===== config.mk =====
export PLATFORM = sky130hd
export DESIGN_NAME = id_ctrl_pipe
export DESIGN_NICKNAME = d
export VERILOG_FILES = /design/src/rtl/id_ctrl_pkg.sv /design/src/rtl/id_ctrl_decode.sv /design/src/rtl/id_ctrl_pipe.sv
export SDC_FILE = /design/constraint.sdc
export NUM_CORES = 1
export LEC_CHECK = 0
export ABC_AREA = 1
export CAP_MARGIN = 10
export CORE_ASPECT_RATIO = 2
export CORE_MARGIN = 1.5
export CORE_UTILIZATION = 45
export DETAILED_ROUTE_END_ITERATION = 10
export GPL_ROUTABILITY_DRIVEN = 0
export PLACE_DENSITY = 0.68
export SLEW_MARGIN = 10
export SYNTH_ARGS = -nofsm -noshare
export SYNTH_HDL_FRONTEND = slang
export SYNTH_SLANG_ARGS = --single-unit
export TNS_END_PERCENT = 5

===== constraint.sdc =====
create_clock -name clk -period 5.9 [get_ports clk]
set_input_delay 0.885 -clock clk [delete_from_list [all_inputs] [get_ports clk]]
set_output_delay 0.885 -clock clk [all_outputs]
set_load 0.02 [all_outputs]

===== src/rtl/id_ctrl_pkg.sv =====
// Shared types and constants for the registered RV32I control decoder (id_ctrl_pipe).
// Optional M-extension decode is enabled with the RV32M_EN macro.
package id_ctrl_pkg;

  localparam logic [6:0] OP_LUI    = 7'b0110111;
  localparam logic [6:0] OP_AUIPC  = 7'b0010111;
  localparam logic [6:0] OP_JAL    = 7'b1101111;
  localparam logic [6:0] OP_JALR   = 7'b1100111;
  localparam logic [6:0] OP_BRANCH = 7'b1100011;
  localparam logic [6:0] OP_LOAD   = 7'b0000011;
  localparam logic [6:0] OP_STORE  = 7'b0100011;
  localparam logic [6:0] OP_IMM    = 7'b0010011;
  localparam logic [6:0] OP_REG    = 7'b0110011;

  localparam logic [4:0] ALU_ADD  = 5'd0;
  localparam logic [4:0] ALU_SUB  = 5'd1;
  localparam logic [4:0] ALU_SLL  = 5'd2;
  localparam logic [4:0] ALU_SLT  = 5'd3;
  localparam logic [4:0] ALU_SLTU = 5'd4;
  localparam logic [4:0] ALU_XOR  = 5'd5;
  localparam logic [4:0] ALU_SRL  = 5'd6;
  localparam logic [4:0] ALU_SRA  = 5'd7;
  localparam logic [4:0] ALU_OR   = 5'd8;
  localparam logic [4:0] ALU_AND  = 5'd9;
  localparam logic [4:0] ALU_MUL  = 5'd10;

  typedef enum logic [2:0] {
    IMM_I     = 3'd0,
    IMM_S     = 3'd1,
    IMM_B     = 3'd2,
    IMM_SHAMT = 3'd3,
    IMM_J     = 3'd4,
    IMM_U     = 3'd5
  } imm_sel_e;

  typedef enum logic [1:0] {
    WB_ALU = 2'd0,
    WB_MEM = 2'd1,
    WB_PC4 = 2'd2
  } wb_sel_e;

  typedef enum logic [1:0] {
    FIFO_EMPTY = 2'd0,
    FIFO_ONE   = 2'd1,
    FIFO_TWO   = 2'd2
  } fifo_state_e;

  // alu_ctrl is carried at its widest encoding; the top narrows it to ALUC_W.
  typedef struct packed {
    logic [4:0] rd;
    logic [4:0] rs1;
    logic [4:0] rs2;
    logic       jump;
    logic       branch;
    logic       wen_rf;
    logic       alu_src;
    logic       en_dmem;
    logic       load_store;
    imm_sel_e   imm_sel;
    logic [4:0] alu_ctrl;
    logic [2:0] funct3;
    wb_sel_e    writeback;
    logic       bubble;
    logic       illegal;
  } ctrl_bundle_t;

  function automatic logic [4:0] alu_from_funct3(input logic [2:0] f3, input logic alt);
    case (f3)
      3'b000:  return alt ? ALU_SUB : ALU_ADD;
      3'b001:  return ALU_SLL;
      3'b010:  return ALU_SLT;
      3'b011:  return ALU_SLTU;
      3'b100:  return ALU_XOR;
      3'b101:  return alt ? ALU_SRA : ALU_SRL;
      3'b110:  return ALU_OR;
      default: return ALU_AND;
    endcase
  endfunction

endpackage


===== src/rtl/id_ctrl_decode.sv =====
// Combinational RV32I instruction -> control bundle decoder, plus register-use flags.
// RV32M_EN adds decode of the M-extension OP encodings.
module id_ctrl_decode
  import id_ctrl_pkg::*;
(
  input  logic [31:0]  instr,
  output ctrl_bundle_t ctrl,
  output logic         use_rs1,
  output logic         use_rs2,
  output logic         is_load
);

  logic [6:0] opcode;
  logic [2:0] f3;
  logic [6:0] f7;
  logic       ill;

  assign opcode = instr[6:0];
  assign f3     = instr[14:12];
  assign f7     = instr[31:25];

  always_comb begin
    ctrl     = '0;
    ctrl.rd  = instr[11:7];
    ctrl.rs1 = instr[19:15];
    ctrl.rs2 = instr[24:20];
    use_rs1  = 1'b0;
    use_rs2  = 1'b0;
    is_load  = 1'b0;
    ill      = 1'b0;
    case (opcode)
      OP_LUI: begin
        ctrl.wen_rf  = 1'b1;
        ctrl.imm_sel = IMM_U;
      end
      OP_AUIPC: begin
        ctrl.wen_rf  = 1'b1;
        ctrl.imm_sel = IMM_U;
        ctrl.alu_src = 1'b1;
      end
      OP_JAL: begin
        ctrl.jump      = 1'b1;
        ctrl.wen_rf    = 1'b1;
        ctrl.imm_sel   = IMM_J;
        ctrl.writeback = WB_PC4;
      end
      OP_JALR: begin
        ctrl.jump      = 1'b1;
        ctrl.wen_rf    = 1'b1;
        ctrl.alu_src   = 1'b1;
        ctrl.writeback = WB_PC4;
        use_rs1        = 1'b1;
      end
      OP_BRANCH: begin
        ill           = (f3[2:1] == 2'b01);
        ctrl.branch   = 1'b1;
        ctrl.imm_sel  = IMM_B;
        ctrl.alu_ctrl = ALU_SUB;
        ctrl.rd       = 5'd0;
        use_rs1       = 1'b1;
        use_rs2       = 1'b1;
      end
      OP_LOAD: begin
        ctrl.wen_rf    = 1'b1;
        ctrl.en_dmem   = 1'b1;
        ctrl.alu_src   = 1'b1;
        ctrl.writeback = WB_MEM;
        ctrl.funct3    = f3;
        use_rs1        = 1'b1;
        is_load        = 1'b1;
      end
      OP_STORE: begin
        ctrl.en_dmem    = 1'b1;
        ctrl.load_store = 1'b1;
        ctrl.imm_sel    = IMM_S;
        ctrl.alu_src    = 1'b1;
        ctrl.funct3     = f3;
        ctrl.rd         = 5'd0;
        use_rs1         = 1'b1;
        use_rs2         = 1'b1;
      end
      OP_IMM: begin
        ctrl.wen_rf  = 1'b1;
        ctrl.alu_src = 1'b1;
        use_rs1      = 1'b1;
        if (f3 == 3'b001 || f3 == 3'b101) begin
          // Shifts: only funct7[5] (arith right) may be set, and never for slli.
          ctrl.imm_sel  = IMM_SHAMT;
          ctrl.alu_ctrl = alu_from_funct3(f3, f7[5]);
          ill = ({f7[6], f7[4:0]} != 6'd0) || (f3 == 3'b001 && f7[5]);
        end else begin
          ctrl.alu_ctrl = alu_from_funct3(f3, 1'b0);
        end
      end
      OP_REG: begin
        ctrl.wen_rf = 1'b1;
        use_rs1     = 1'b1;
        use_rs2     = 1'b1;
        if (f7 == 7'b0000000) begin
          ctrl.alu_ctrl = alu_from_funct3(f3, 1'b0);
        end else if (f7 == 7'b0100000) begin
          ctrl.alu_ctrl = alu_from_funct3(f3, 1'b1);
          ill = (f3 != 3'b000) && (f3 != 3'b101);
        end
`ifdef RV32M_EN
        else if (f7 == 7'b0000001) begin
          ctrl.alu_ctrl = ALU_MUL + {2'b00, f3};
        end
`endif
        else begin
          ill = 1'b1;
        end
      end
      default: ill = 1'b1;
    endcase

    if (ill) begin
      ctrl         = '0;
      ctrl.rd      = instr[11:7];
      ctrl.rs1     = instr[19:15];
      ctrl.rs2     = instr[24:20];
      ctrl.illegal = 1'b1;
      use_rs1      = 1'b0;
      use_rs2      = 1'b0;
      is_load      = 1'b0;
    end
  end

endmodule


===== src/rtl/id_ctrl_pipe.sv =====
// ID->EX control stage: decode, 2-entry elastic buffer, load-use bubbles and flush.
// Define RV32M_EN to decode the M extension (requires ALUC_W >= 5).
module id_ctrl_pipe
  import id_ctrl_pkg::*;
#(
  parameter int XLEN         = 32,
  parameter int ALUC_W       = 5,
  parameter int HAZARD_CHECK = 1
) (
  input  logic              clk,
  input  logic              rst,
  input  logic              flush,
  input  logic              in_valid,
  output logic              in_ready,
  input  logic [31:0]       in_instr,
  input  logic [XLEN-1:0]   in_pc,
  output logic              out_valid,
  input  logic              out_ready,
  output logic [XLEN-1:0]   out_pc,
  output logic [4:0]        out_rd,
  output logic [4:0]        out_rs1,
  output logic [4:0]        out_rs2,
  output logic              out_jump,
  output logic              out_branch,
  output logic              out_wen_rf,
  output logic              out_alu_src,
  output logic              out_en_dmem,
  output logic              out_load_store,
  output logic [2:0]        out_imm_sel,
  output logic [ALUC_W-1:0] out_alu_ctrl,
  output logic [2:0]        out_funct3,
  output logic [1:0]        out_writeback,
  output logic              out_bubble,
  output logic              out_illegal
);

  if (ALUC_W < 4) begin : g_aluc_w_too_small
    $error("id_ctrl_pipe: ALUC_W must be at least 4");
  end
`ifdef RV32M_EN
  if (ALUC_W < 5) begin : g_aluc_w_too_small_m
    $error("id_ctrl_pipe: RV32M_EN needs ALUC_W of at least 5");
  end
`endif

  ctrl_bundle_t    ctrl_p0, push_ctrl_p0, head_p1;
  logic [XLEN-1:0] push_pc_p0;
  logic            use_rs1_p0, use_rs2_p0, is_load_p0;
  logic            hazard_p0, accept_p0, push_p0, pop_p1;

  fifo_state_e     state_q, state_d;
  ctrl_bundle_t    slot0_p1, slot1_p1, pend_ctrl_p0;
  logic [XLEN-1:0] pc0_p1, pc1_p1, pend_pc_p0;
  logic            pend_vld_p0, trk_vld_p0;
  logic [4:0]      trk_rd_p0;
  logic            vld_p1;

  id_ctrl_decode u_decode (
    .instr   (in_instr),
    .ctrl    (ctrl_p0),
    .use_rs1 (use_rs1_p0),
    .use_rs2 (use_rs2_p0),
    .is_load (is_load_p0)
  );

  // ---- Stage p0: handshake, hazard detect, push selection ----
  assign vld_p1    = (state_q != FIFO_EMPTY);
  assign in_ready  = (state_q != FIFO_TWO) && !pend_vld_p0;
  assign accept_p0 = in_valid && in_ready && !flush;
  assign pop_p1    = vld_p1 && out_ready;
  assign hazard_p0 = (HAZARD_CHECK != 0) && trk_vld_p0 &&
                     ((use_rs1_p0 && ctrl_p0.rs1 == trk_rd_p0) ||
                      (use_rs2_p0 && ctrl_p0.rs2 == trk_rd_p0));
  assign push_p0   = !flush && (pend_vld_p0 ? (state_q != FIFO_TWO) : accept_p0);

  always_comb begin
    push_ctrl_p0 = ctrl_p0;
    push_pc_p0   = in_pc;
    if (pend_vld_p0) begin
      push_ctrl_p0 = pend_ctrl_p0;
      push_pc_p0   = pend_pc_p0;
    end else if (hazard_p0) begin
      push_ctrl_p0        = '0;
      push_ctrl_p0.bubble = 1'b1;
    end
  end

  always_comb begin
    state_d = state_q;
    if (flush) begin
      state_d = FIFO_EMPTY;
    end else begin
      case (state_q)
        FIFO_EMPTY: if (push_p0) state_d = FIFO_ONE;
        FIFO_ONE: begin
          if (push_p0 && !pop_p1)      state_d = FIFO_TWO;
          else if (!push_p0 && pop_p1) state_d = FIFO_EMPTY;
        end
        FIFO_TWO:   if (pop_p1) state_d = FIFO_ONE;
        default:    state_d = FIFO_EMPTY;
      endcase
    end
  end

  always_ff @(posedge clk or posedge rst) begin
    if (rst) begin
      state_q     <= FIFO_EMPTY;
      pend_vld_p0 <= 1'b0;
      trk_vld_p0  <= 1'b0;
      trk_rd_p0   <= 5'd0;
    end else if (flush) begin
      state_q     <= FIFO_EMPTY;
      pend_vld_p0 <= 1'b0;
      trk_vld_p0  <= 1'b0;
      trk_rd_p0   <= 5'd0;
    end else begin
      state_q <= state_d;
      if (accept_p0 && hazard_p0) pend_vld_p0 <= 1'b1;
      else if (pend_vld_p0 && state_q != FIFO_TWO) pend_vld_p0 <= 1'b0;
      if (accept_p0) begin
        trk_vld_p0 <= is_load_p0 && (ctrl_p0.rd != 5'd0);
        trk_rd_p0  <= ctrl_p0.rd;
      end
    end
  end

  // ---- Stage p1: buffer storage (slot0 is the head) ----
  always_ff @(posedge clk) begin
    if (push_p0 && (state_q == FIFO_EMPTY || (state_q == FIFO_ONE && pop_p1))) begin
      slot0_p1 <= push_ctrl_p0;
      pc0_p1   <= push_pc_p0;
    end else if (pop_p1 && state_q == FIFO_TWO) begin
      slot0_p1 <= slot1_p1;
      pc0_p1   <= pc1_p1;
    end
    if (push_p0 && state_q == FIFO_ONE && !pop_p1) begin
      slot1_p1 <= push_ctrl_p0;
      pc1_p1   <= push_pc_p0;
    end
    if (accept_p0 && hazard_p0) begin
      pend_ctrl_p0 <= ctrl_p0;
      pend_pc_p0   <= in_pc;
    end
  end

  // Data registers are not reset, so the outputs are masked while the buffer is empty.
  assign head_p1        = vld_p1 ? slot0_p1 : '0;
  assign out_valid      = vld_p1;
  assign out_pc         = vld_p1 ? pc0_p1 : '0;
  assign out_rd         = head_p1.rd;
  assign out_rs1        = head_p1.rs1;
  assign out_rs2        = head_p1.rs2;
  assign out_jump       = head_p1.jump;
  assign out_branch     = head_p1.branch;
  assign out_wen_rf     = head_p1.wen_rf;
  assign out_alu_src    = head_p1.alu_src;
  assign out_en_dmem    = head_p1.en_dmem;
  assign out_load_store = head_p1.load_store;
  assign out_imm_sel    = head_p1.imm_sel;
  assign out_alu_ctrl   = ALUC_W'(head_p1.alu_ctrl);
  assign out_funct3     = head_p1.funct3;
  assign out_writeback  = head_p1.writeback;
  assign out_bubble     = head_p1.bubble;
  assign out_illegal    = head_p1.illegal;

endmodule


# Yosys cells after proc, flatten, opt, wreduce, memory -nomap -nowiden
# Index checks and enable logic that the tools add are counted.
# op_classes
n_eq_ne	26
n_mux	54
n_reduce_logical	48
# ops
cell	n
$mux W36	6
$mux W32	4
$pmux W4 S7	2
$pmux W5 S7	1
$mux W5	6
$eq A7 B6 Y1 const B	4
$mux W1	23
$eq A7 B7 Y1 const B	3
$logic_and A1 B1 Y1	20
$pmux W3 S5	1
$pmux W5 S3	1
$eq A7 B5 Y1 const B	2
$mux W2	6
$reduce_or A6 Y1	2
$eq A5 B5 Y1	2
$eq A3 B3 Y1 const B	3
$ne A3 B3 Y1 const B	3
$reduce_or A2 Y1	4
$eq A7 B2 Y1 const B	1
$logic_not A7 Y1	1
$reduce_or A7 Y1	1
$eq A3 B2 Y1 const B	2
$pmux W2 S3	1
$reduce_bool A2 Y1	3
other kinds (18)	26
# totals
word_cells	180
input_bits	69
reg_bits	213

# Depth between registers and ports, before layout
# Gate-level depths: netlist of the first run.
# logic_depth
word_depth	13
depth_mapped	16

# Modules after synthesis
# From an unflattened synthesis of the first run, not the netlist that was laid out.
# unflattened
hier_cells	1094
area_unflattened_um2	10009.6
# modules_own_cells
mod	instances	area_per_inst_um2	cells_per_inst	seq_area_each_um2
id_ctrl_pipe	1	9233.9	929	6351.1
id_ctrl_decode	1	775.7	165	0.0

# Worst setup path before layout of the first run
# Ideal clock, no wire load.
# synth_path
kind	input -> register
startpoint	input flush
endpoint	register state_q[1]
t_arrival_ns	6.586
path_slack_ns	-0.779
stages	8
path_buffers	0
path_cell_list	inv_1 -> nand3_4 -> o21ai_2 -> nand2_1 -> nor2_1 -> inv_2 -> nor3_1 -> or2_2
# synth_via
elab_chain_cells	8
# synth_lines
item	line_no	source
start: declaration	id_ctrl_pipe.sv:12	input logic flush,
$logic_not A1 Y1	id_ctrl_pipe.sv:69, id_ctrl_pipe.sv:74	
$logic_and A1 B1 Y1	id_ctrl_pipe.sv:69	assign accept_p0 = in_valid && in_ready && !flush;
$mux W1	id_ctrl_pipe.sv:74	assign push_p0 = !flush && (pend_vld_p0 ? (state_q != FIFO_TWO) : accept_p0);
$logic_and A1 B1 Y1	id_ctrl_pipe.sv:74	
$logic_and A1 B1 Y1 or $logic_not A1 Y1 (tied branches)	id_ctrl_pipe.sv:96, id_ctrl_pipe.sv:97	
$mux W2 or $logic_and A1 B1 Y1 (tied branches)	id_ctrl_pipe.sv:96, id_ctrl_pipe.sv:97	
$pmux W2 S3 or $ne A4 B4 Y1 (tied branches)	n/a	
$mux W2 or $reduce_and A3 Y1 (tied branches)	n/a	
end signal: assignment	id_ctrl_pipe.sv:117	state_q <= state_d;
end: declaration	id_ctrl_pipe.sv:51	fifo_state_e state_q, state_d;
# Parallel ways exist; a longest one is shown, timed or not.
# A chain may end at the register's enable or synchronous reset.

# Final worst setup path of the first run
# layout_path
startpoint	register pend_vld_p0
endpoint	register pc0_p1[5], enable pin
# layout_via
elab_chain_cells	8
# layout_lines
item	line_no	source
start: declaration	id_ctrl_pipe.sv:54	logic pend_vld_p0, trk_vld_p0;
start signal: assignment	id_ctrl_pipe.sv:108	pend_vld_p0 <= 1'b0;
start signal: assignment	id_ctrl_pipe.sv:113	pend_vld_p0 <= 1'b0;
start signal: assignment	id_ctrl_pipe.sv:118	if (accept_p0 && hazard_p0) pend_vld_p0 <= 1'b1;
$logic_not A1 Y1	id_ctrl_pipe.sv:68	assign in_ready = (state_q != FIFO_TWO) && !pend_vld_p0;
$logic_and A1 B1 Y1	id_ctrl_pipe.sv:68	
$logic_and A1 B1 Y1 (2 in a row)	id_ctrl_pipe.sv:69	
$mux W1 *	id_ctrl_pipe.sv:74	
$logic_and A1 B1 Y1 *	id_ctrl_pipe.sv:74	
$logic_and A1 B1 Y1 *	id_ctrl_pipe.sv:129	if (push_p0 && (state_q == FIFO_EMPTY || (state_q == FIFO_ONE && pop_p1))) begin
$reduce_bool A2 Y1 (no line) *	n/a	
end signal: assignment	id_ctrl_pipe.sv:131	pc0_p1 <= push_pc_p0;
end signal: assignment	id_ctrl_pipe.sv:134	pc0_p1 <= pc1_p1;
end: declaration	id_ctrl_pipe.sv:53	logic [XLEN-1:0] pc0_p1, pc1_p1, pend_pc_p0;
# Every way passes the cells marked *; elsewhere a longest branch is shown, timed or not.

==> impl_metrics.toml, run 1 <==
[yosys]
ys_top_cells_by_count = "nand2_1, edfxtp_1, inv_1"
yosysWarnings = 0
async_flop_share = 0.0431
synthTopCellsByArea = "edfxtp_1, nand2_1, inv_1"
ys_seq_area_frac = 0.655
synth.most_common_cell = "nand2_1"
synth_ff_type = "edfxtp_1"
synth-seq-cells = 209
syn_area_per_cell_um2 = 9.37
synth_top_area_frac = 0.631
synth_top_area_cell = "edfxtp_1"
synth_edf_count = 200
synth_area_um2 = 9520
synth.distinct_cells = 33
syn_inst = 1016
synth_nets = 1085

[final_layout]
fin_area_um2 = 11700
synthToLayoutAreaGrowth_pct = 22.7
nNetsFinal = 1213
fillers = 1861
final_core_util = 0.560
num_antenna_cells = 0
drive_above_1_share = 0.0452
stdcell_count = 1420

[sta]
tightestPinTransition_ns = 0.876
fmax_mhz = 235
finalSetupViolCount = 0
layout_min_cycle_time_ns = 4.26
fin_ws_ns = 1.64
hold_violations = 0
slew_viol_final = 0
tns_ns = 0
relSlewSlack = 0.416
skew_ns = 0.00586
rsz0062_at_grt = "false"
hold_ws_ns = 0.512
fin_crit_sh = 0.723

[setup_path]
path_cells = "buf_4, inv_2, o21ai_2, nand2_1, nor2_1, inv_2, a21oi_4, buf_4, inv_2, o21ai_4, buf_4"
criticalPathCategory = "reg -> reg"
crit_required_ns = 6.01
rr_worst_depth = 11
worst_setup_path_end_kind = "register"
cp_max_fo = 68
start_kind = "register"
cp_slowest_cell = "buf_4"
cp.arrival_ns = 4.37
cpPeakStageDelay_ns = 0.68

[floorplan]
coreArea_um2 = 20800
fp-row-count = 75
die_area_um2 = 22100
ioPinCount = 139
die_w_um = 106
die_h_um = 209
start_util = 0.457

[clock_tree]
holdBufCountCts = 0
ctsHtreeMaxLevel = 1
cts_buffers = 18
postCtsSetupBuffers = 0
cts_resized = 0
cts_tree = "built"
cts_root_buf = "clkbuf_16"
clk_pin_slew_worst_paths_ns = 0.06
clock_sinks = 209
clock_path_buffers = 3
clk_latency_ns = 0.48

[job]
cap_violations = 0

[power]
leakage_nw = 5.11
power_mw = 3.28
power_density_nw_per_um2 = 281
irDropWorstVdd_v = 0.000135

[grt]
grt_first_pass_wirelength_um = 33100
grt_overflow = 0
grt_pass1_vias = 6716
gr-usage-all-layers = 0.189
grt_max_degree = 69
antenna_found_initial = 0

[detailed_routing]
drtIter0Drc = 328
drcViolationCount = 0
avgViaCountPerCell = 4.80
num_vias = 6816
routedWlPerCell_um = 14.3
drt-total-wl_um = 20400
postRouteAntennaNets = 0
drt-pass1-iter-count = 5

[place]
pre_cts_ws_ns = 1.58
dpl_cell_area_um2 = 11100
numPortBuffers = 137
dp_cells = 1393
post-dp-hpwl_um = 14200

[min_path]
hold_depth = 2
hp-class = "reg -> reg"

[run_status]
status = "finished clean"
[worst max-delay path: cells and delay by family, from the launching register on]
kind / cells / cell delay (ns)
buf+inv: 6 / 2.45
flops: 1 / 0.63
compound gates: 3 / 0.48
simple gates: 2 / 0.26
[where the power goes]
group	switching (mW)	internal (mW)	leakage [nW]
clock	0.492	0.627	0.262
combinational	0.287	0.201	2.87
sequential	0.0131	1.66	1.98
[logic make-up (layout without fill, tap and decap cells)]
| group | count (synthesis) | count (layout) | synth area share |
|---|---|---|---|
| AOI/OAI and AO/OA | 41 | 41 | 0.0262 |
| and+or+nand+nor | 591 | 591 | 0.244 |
| DFF | 209 | 209 | 0.655 |
| xor gates and xnor gates | 3 | 3 | 0.00276 |
| buffers and inverters | 171 | 306 | 0.0721 |
| other | 1 | 1 | 0.000394 |
[final cells by class]
type	count	area [µm²]	area share
repair buffers	145	1430	0.123
clock inverters	4	43.8	0.00375
multi-input cells	636	2640	0.226
inverters	134	503	0.0431
well taps	269	337	0.0288
clock buffers	23	490	0.0420
flip-flops and latches	209	6230	0.534
[registers in the layout (all words and copies together), names as in the netlist]
signal / flops
state_q: 2
pc0_p1: 32
pc1_p1: 32
slot1_p1: 35
trk_vld_p0: 1
pend_pc_p0: 32
pend_vld_p0: 1
slot0_p1: 35
trk_rd_p0: 5
pend_ctrl_p0: 34
[final timing paths]
check | start | end | slack [ns]
max in group asynchronous | rst | pend_vld_p0 | 4.90
min | pc1_p1[16] | pc0_p1[16] | 0.51
max | pend_vld_p0 | pc0_p1[5] | 1.64
min reg2reg | pc1_p1[16] | pc0_p1[16] | 0.51
min in group asynchronous | rst | trk_rd_p0[4] | 0.72
max reg2reg | pend_vld_p0 | pc0_p1[5] | 1.64
[layout by cell type, fill, tap and decap left out, drive strengths merged]
cell type      Yosys  final
a21oi              3      3
buf               17      8
bufinv             0      1
clkbuf            20     23
clkdlybuf4s50      0    137
clkinv             0      3
conb               1      1
dfrtp              9      9
edfxtp           200    200
inv              134    134
nand2            447    447
nand3             26     26
nand4              7      7
nor2             106    106
nor3               3      3
nor4               1      1
o211ai             1      1
o21ai             23     23
o21bai             1      1
o22ai             10     10
o32ai              1      1
o41ai              2      2
or2                1      1
xnor2              3      3
[routing by layer]
| layer | GRT usage | share of wire |
|---|---|---|
| met1 | 0.207 | 0.37 |
| met2 | 0.360 | 0.54 |
| met3 | 0.0172 | 0.041 |
| met4 | 0.0895 | 0.046 |
| met5 | 0 | 0 |
(Power assumes the default switching activity.)
==> inputs of run 2 (changes only) <==
PLACE_DENSITY = 0.65   (was 0.68)
clock period = 4.21 ns   (was 5.9 ns; I/O delays follow)
==> run 2 against run 1 <==
Net effect: register-to-register slack got worse by 0.25 ns; worst hold slack got worse by 0.047 ns; die area unchanged; critical path depth decreased by 7; combinational power increased by 43%; count of clock-buffer cells in the layout increased by 2; largest power group unchanged.
==> impl_metrics.toml, run 2 (synthesis gave the netlist of run 1 again) <==
[run_status]
status = "finished clean"

[power]
power_density_nw_per_um2 = 388
irDropWorstVdd_v = 0.000222
leakage_nw = 5.12

[detailed_routing]
routedWlPerCell_um = 14.3
postRouteAntennaNets = 0
drcViolationCount = 0
avgViaCountPerCell = 4.77
drtIter0Drc = 315
drt-total-wl_um = 20400
drt-pass1-iter-count = 10
num_vias = 6796

[final_layout]
seq_area_um2 = 6230
reg_top3 = "slot0_p1 x35, slot1_p1 x35, pend_ctrl_p0 x34"
multi_input_area_um2 = 2640
fin_area_um2 = 11700
drive_above_1_share = 0.0441
fillers = 1883
stdcell_count = 1425
final_core_util = 0.563
synthToLayoutAreaGrowth_pct = 23.2
nNetsFinal = 1215
mostFrequentLayoutCells = "nand2_1, edfxtp_1, clkdlybuf4s50_1"
layout_commonest_cell = "nand2_1"
num_antenna_cells = 0

[sta]
relSlewSlack = 0.268
finalSetupViolCount = 0
hold_violations = 0
skew_ns = 0.00776
tns_ns = 0
fmax_mhz = 309
tightestPinTransition_ns = 1.09
layout_min_cycle_time_ns = 3.23
hold_ws_ns = 0.466
slew_viol_final = 0
rsz0062_at_grt = "false"
fin_crit_sh = 0.768

[setup_path]
cp.arrival_ns = 2.60
start_kind = "register"
worst_setup_path_end_kind = "output pin"
criticalPathCategory = "reg -> out"
rrSetupSlack_ns = 1.39
r2r-end = "slot0_p1[4]"
crit_required_ns = 3.58
rr_worst_depth = 13
r2r_start = "state_q[0]"
cp_max_fo = 38

[floorplan]
ioPinCount = 139
die_h_um = 209
fp-row-count = 75
coreArea_um2 = 20800
start_util = 0.457
die_w_um = 106
die_area_um2 = 22100

[place]
numPortBuffers = 137
dp_cells = 1395
post-dp-hpwl_um = 14000
dpl_cell_area_um2 = 11200

[clock_tree]
postCtsSetupBuffers = 0
cts_root_buf = "clkbuf_16"
cts_resized = 0
clk_pin_slew_worst_paths_ns = 0.06
clock_path_buffers = 3
clk_latency_ns = 0.49
holdBufCountCts = 0
cts_tree = "built"
ctsHtreeMaxLevel = 1
clock_sinks = 209
cts_buffers = 18

[grt]
antenna_found_initial = 0
grt_first_pass_wirelength_um = 32800
gr-usage-all-layers = 0.188
grt_overflow = 0
grt_max_degree = 70
grt_pass1_vias = 6607

[min_path]
hp-class = "in -> async"

[job]
cap_violations = 0
-- run 2: changes by cell type in the layout (fill, tap and decap cells not counted), sizes merged --
cell | previous run | this run
clkinv | 3 | 5
buf | 8 | 10
bufinv | 1 | 0
clkbuf | 23 | 25
-- run 2: through the flow --
step | setup slack, ns | power, mW
after global routing | 0.729 | 4.73
after CTS | 0.897 | 4.60
final | 0.979 | 4.55
after global placement | 0.594 | 3.08
after detailed placement | 0.504 | 3.09
after floorplan | -0.193 | 2.74
-- run 2: how the worst max path moves through the flow --
stage	from	to	cells after the start
global placement	in_instr[5]	pend_ctrl_p0[26]	13
CTS	state_q[0]	out_rd[1]	4
finish	state_q[0]	out_alu_ctrl[2]	4
floorplan	state_q[0]	pc0_p1[0]	14
detailed placement	in_instr[5]	pend_ctrl_p0[22]	13
global route	in_instr[5]	pend_ctrl_p0[29]	13
-- run 2: layout make-up --
type                       instances  share of cell area
inverter                         134              0.0429
clock inverter                     5             0.00160
tap                              269              0.0287
clock buffer                      25              0.0425
timing repair buffer             147               0.128
sequential                       209               0.532
multi-input combinational        636               0.225
-- run 2: layer usage --
layer | GRT usage | wire length (µm)
met5 | 0 | 0
met4 | 0.0792 | 743
met3 | 0.0243 | 859
met2 | 0.356 | 11200
met1 | 0.205 | 7610
-- run 2: critical path: stages, from the launching register on --
cell	delay [ns]
dfrtp_1	0.47
nor2_4	0.70
buf_12	0.28
nor2_1	0.06
clkdlybuf4s50_1	0.58
-- run 2: report_power, final --
group          internal (mW)  total (mW)  switching (mW)
registers               2.32        2.34          0.0163
logic                  0.291       0.696           0.405
clock network          0.823        1.52           0.697
total                   3.43        4.55            1.12
